[src/rtl/snap_capture_ctrl.sv]
// Snapshot capture controller: arms on a registered rising edge of ctrl_in[0] and writes qualified samples to a BRAM.
// Optional macro SNAP_CIRCULAR_EN adds the stop input and a circular capture mode selected by ctrl_in[3].
module snap_capture_ctrl #(
  parameter int ADDR_WIDTH = 11,
  parameter int DATA_WIDTH = 32
) (
  input  logic                  user_clk,
  input  logic                  user_rst_n,
  input  logic [31:0]           ctrl_in,
  input  logic [DATA_WIDTH-1:0] din,
  input  logic                  din_we,
  input  logic                  trig,
`ifdef SNAP_CIRCULAR_EN
  input  logic                  stop,
`endif
  output logic [ADDR_WIDTH-1:0] bram_addr,
  output logic [DATA_WIDTH-1:0] bram_data,
  output logic                  bram_we,
  output logic [31:0]           status
);

  typedef enum logic [1:0] {S_IDLE, S_ARMED, S_CAPTURE, S_DONE} state_t;

`ifdef SNAP_CIRCULAR_EN
  localparam int CB = 4;
`else
  localparam int CB = 3;
`endif
  localparam logic [ADDR_WIDTH-1:0] LAST_ADDR = '1;
  localparam logic [ADDR_WIDTH-1:0] ADDR_ONE  = 1;
  localparam logic [ADDR_WIDTH:0]   CNT_ONE   = 1;

  state_t                state;
  logic [CB-1:0]         ctrl_q;
  logic                  ctrl_loaded;
  logic                  arm_prev;
  logic [ADDR_WIDTH:0]   count;
  logic                  arm_edge;
  logic                  wr;
  logic                  stop_now;
  logic                  unused_ctrl;

  assign unused_ctrl = ^ctrl_in[31:CB];

`ifdef SNAP_CIRCULAR_EN
  logic                  circ_mode;
  logic                  wrapped;
  logic [ADDR_WIDTH-1:0] last_addr;
  assign stop_now = circ_mode & stop;
`else
  assign stop_now = 1'b0;
`endif

  // arm_prev resets high and only tracks once ctrl_q holds a real sample,
  // so an arm bit already high at reset release is not mistaken for an edge.
  assign arm_edge = ctrl_loaded & ctrl_q[0] & ~arm_prev;
  assign wr       = (state == S_CAPTURE) & (din_we | ctrl_q[2]) & ~stop_now;

  always_ff @(posedge user_clk or negedge user_rst_n) begin
    if (!user_rst_n) begin
      state       <= S_IDLE;
      ctrl_q      <= '0;
      ctrl_loaded <= 1'b0;
      arm_prev    <= 1'b1;
      count       <= '0;
      bram_addr   <= '0;
      bram_data   <= '0;
      bram_we     <= 1'b0;
`ifdef SNAP_CIRCULAR_EN
      circ_mode   <= 1'b0;
      wrapped     <= 1'b0;
      last_addr   <= '0;
`endif
    end else begin
      ctrl_q      <= ctrl_in[CB-1:0];
      ctrl_loaded <= 1'b1;
      if (ctrl_loaded) arm_prev <= ctrl_q[0];

      // A sample qualified in the same cycle as a re-arm is still written at its old address.
      bram_we <= wr;
      if (wr) begin
        bram_addr <= count[ADDR_WIDTH-1:0];
        bram_data <= din;
      end

      if (arm_edge) begin
        count <= '0;
        state <= ctrl_q[1] ? S_ARMED : S_CAPTURE;
`ifdef SNAP_CIRCULAR_EN
        circ_mode <= ctrl_q[3];
        wrapped   <= 1'b0;
        last_addr <= '0;
`endif
      end else begin
        case (state)
          S_ARMED: begin
            if (trig) state <= S_CAPTURE;
          end
          S_CAPTURE: begin
            if (stop_now) begin
              state <= S_DONE;
            end else if (wr) begin
`ifdef SNAP_CIRCULAR_EN
              if (circ_mode) begin
                count     <= {1'b0, count[ADDR_WIDTH-1:0] + ADDR_ONE};
                last_addr <= count[ADDR_WIDTH-1:0];
                if (count[ADDR_WIDTH-1:0] == LAST_ADDR) wrapped <= 1'b1;
              end else begin
                count <= count + CNT_ONE;
                if (count[ADDR_WIDTH-1:0] == LAST_ADDR) state <= S_DONE;
              end
`else
              count <= count + CNT_ONE;
              if (count[ADDR_WIDTH-1:0] == LAST_ADDR) state <= S_DONE;
`endif
            end
          end
          default: ;
        endcase
      end
    end
  end

  always_comb begin
    status     = '0;
    status[31] = (state == S_DONE);
    status[30] = (state == S_ARMED) | (state == S_CAPTURE);
`ifdef SNAP_CIRCULAR_EN
    status[ADDR_WIDTH:0] = circ_mode ? {wrapped, last_addr} : count;
`else
    status[ADDR_WIDTH:0] = count;
`endif
  end

endmodule

[config.mk]
export PLATFORM = sky130hd
export DESIGN_NAME = snap_capture_ctrl
export DESIGN_NICKNAME = d
export VERILOG_FILES = /design/src/rtl/snap_capture_ctrl.sv
export SDC_FILE = /design/constraint.sdc
export NUM_CORES = 1
export LEC_CHECK = 0
export ABC_AREA = 1
export BUFFER_PORTS_ARGS = -buffer_cell sky130_fd_sc_hd__buf_4
export CORE_MARGIN = 5
export CORE_UTILIZATION = 46
export CTS_BUF_LIST = sky130_fd_sc_hd__clkbuf_4
export DETAILED_ROUTE_END_ITERATION = 7
export PLACE_DENSITY_LB_ADDON = 0.3
export RECOVER_POWER = 25
export SLEW_MARGIN = 5
export SYNTH_ARGS = -nofsm -noshare
export SYNTH_HDL_FRONTEND = slang
export SYNTH_SLANG_ARGS = --single-unit
export TNS_END_PERCENT = 50
[constraint.sdc]
create_clock -name user_clk -period 1.5 [get_ports user_clk]
set_input_delay 0.225 -clock user_clk [delete_from_list [all_inputs] [get_ports user_clk]]
set_output_delay 0.225 -clock user_clk [all_outputs]
set_load 0.05 [all_outputs]
==> impl_metrics.csv <==
group,metric,value,unit
die,core.rowCount,28,
global_routing,grt_pass1_wl,10200,um
sta,relSlewSlack,56.2,%
clocking,numClockSinks,63,
layout,areaGrowthSynthToFinish,41.3,%
route,routed-via-count,2371,
die,start_util,46.8,%
route,drc,0,
global_routing,grt_antenna_before_repair,0,
sta,setup_ws,-0.00268,ns
synth,yosys_register_bits,63,
clocking,clk_pin_slew_worst_paths,0.10,ns
pwr,power.density,2260,nW/um^2
layout,fillers,511,
synth,syn_area,2740,um^2
route,wl_per_cell,12.1,um
clocking,clk_latency,0.38,ns
critical_path,r2r_end,"state[1]",
critical_path,required,1.27,ns
route,met1_length,2590,um
sta,slew_viol_final,0,
sta,setup_viol,1,
hold_path,hold_path_end,"bram_data[3]",
global_routing,grt_pass1_vias,2282,
global_routing,gr-total-overflow,0,
die,die_area,7590,um^2
route,drt-initial-drc-count,90,
run_status,violations,"setup timing",
critical_path,crit_fanout,2,
synth,synth_common_cells,"nand2_1, dfrtp_1, inv_1, buf_4, o21ai_0",
critical_path,startpoint_type,"flop",
synth,synth_top_area_cell,"dfrtp_1",
pwr,power.leakage,2.11,nW
route,final_antenna_net_count,0,
hold_path,hp-start,"din[3]",
clocking,clockBufferDepth,2,
global_routing,grt_max_degree,38,
layout,layout.cells.non_filler,518,
placed_design,gp_routability_congestion,0.828,
sta,tightest_slew,0.657,ns
synth,yosysMostFrequentCell,"nand2_1",
layout,num_antenna_cells,0,
die,ios,144,
sta,max_freq,665,MHz
synth,synth_edf_count,0,
pwr,total_power,0.00873,W
critical_path,reg2reg_from,"state[1]",
synth,synth.avg_cell_area,8.58,um^2
clocking,cts_buffers,9,
synth,yosysTopAreaCellShare,56.7,%
clocking,cts_tree,"built",
route,wl_met3,445,um
sta,rsz0062_at_grt,"true",
sta,fin_crit_sh,100,%
synth,async_reset_ff_share,100,%
critical_path,rrSetupSlack,0.11,ns
die,die_h,87.1,um
layout,nets,510,
layout,fin_util,66.1,%
placed_design,port_buffers,96,
synth,syn_inst,319,
route,wl_met2,3150,um
synth,ys_seq_area_share,57.7,%
route,wl,6290,um
synth,yosys_warnings,0,
synth,synthFlopType,"dfrtp_1",
job,maxCapViolations,0,
pwr,ir_worst_vdd,1.35,mV
critical_path,reg2regPathDepth,11,
route,routed.top_layer,"met4",
layout,drive_above_1_share,34.1,%
critical_path,crit_type,"flop to output port",
sta,finalHoldViolCount,0,
sta,hold-worst-slack,0.0310,ns
placed_design,place_hpwl,4690,um
die,die_x,87.1,um
placed_design,dp.cells,491,
hold_path,hp-class,"input pin to flop",
clocking,cts_root_buf,"clkbuf_4",
route,vias_per_cell,4.58,
run_status,status,"complete, but fails checks",
hold_path,min_path_cells,3,
global_routing,track_usage,17.2,%
die,core_region_area,5850,um^2
critical_path,critPathArrivalTime,1.28,ns
critical_path,cp-end-kind,"output port",
synth,synth_cell_types,22,
sta,fin_worst_skew,0.0123,ns
route,first_pass_iters,4,
sta,fin_crit,1.50,ns
synth,yosys-top-cells-area,"dfrtp_1, nand2_1, buf_4, o21ai_0, inv_1",
clocking,cts.htree.levels,3,
## per-stage QoR
| stage | instance area (um^2) | worst slack (ns) | setup TNS, ns |
|---|---|---|---|
| 2_1_floorplan | 2800 | 0.00829 | 0 |
| 3_3_place_gp | 3550 | 0.0508 | 0 |
| 3_5_place_dp | 3550 | 0.00881 | 0 |
| 4_1_cts | 3790 | -0.0615 | -0.0615 |
| 5_1_grt | 3870 | -0.0680 | -0.121 |
| 6_report | 3870 | -0.00268 | -0.00268 |
## layout make-up
cell class,instances,area (um^2),area share (%)
flip-flops and latches,63,1580,40.9
repair buffers,120,961,24.8
well taps,75,93.8,2.43
inverters,21,78.8,2.04
multi-input cells,223,996,25.8
clock inverters,5,73.8,1.91
clock buffers,11,82.6,2.14
## registers in the layout (all words and copies together), names as in the netlist
name and cells:
state 2, bram_data 32, ctrl_q 3, bram_addr 11, count 12, bram_we 1
arm_prev 1, ctrl_loaded 1
## metal layers
metal | vias to the layer above | GRT usage, %
li1 | 1186 | -
met1 | 1104 | 21.0
met2 | 71 | 28.9
met3 | 10 | 2.93
met4 | 0 | 9.34
met5 | - | 0
## repair_timing
item                       in CTS  in global routing
hold endpoints to repair       30                  0
buffers inserted                2                  3
hold buffers                    6                  0
resized for setup               3                 17
pin swaps                       0                  3
setup endpoints to repair       3                  8
## worst max path at each step
stage / from / endpoint / cells after the start
after floorplan: count[4] / state[0] / 7
after global placement: state[1] / count[10] / 7
after detailed placement: state[1] / count[0] / 5
after CTS: state[0] / status[30] / 4
after global routing: state[1] / status[30] / 3
final: state[1] / status[30] / 3
## cells by family after synthesis
kind of cell,share of synthesized area [%]
DFF,57.7
adders and majority gates,1.83
other,0.274
AOI/OAI and AO/OA,5.21
buffers and inverters,10.0
and+or+nand+nor,25.0
## critical path, cell delays in order, from the launching register on
cell and delay (ns):
dfrtp_1 0.44, ha_4 0.29, inv_2 0.03, buf_8 0.14
## power by group
part | leakage (nW) | internal [W] | switching, W
combinational | 1.22 | 0.00150 | 0.00335
clock | 0.0883 | 0.000705 | 0.000570
sequential | 0.800 | 0.00226 | 0.000336
## cell usage in the layout, fill, tap and decap left out, types with 3 or more instances in the layout
cell           Yosys  layout
nand2_1          147     142
inv_1             20      17
buf_4             19     104
conb_1             2      19
nand4_1            3       3
dfrtp_2            0       3
dlygate4sd3_1      0       6
inv_2              1       4
a21oi_1            4       4
nand2_2            0       5
clkbuf_4           0      14
nand3_1            8       7
nor2_1            11      11
o21ai_0           18      18
dfrtp_1           62      59
Note: power is estimated with default switching activity, not from simulation.
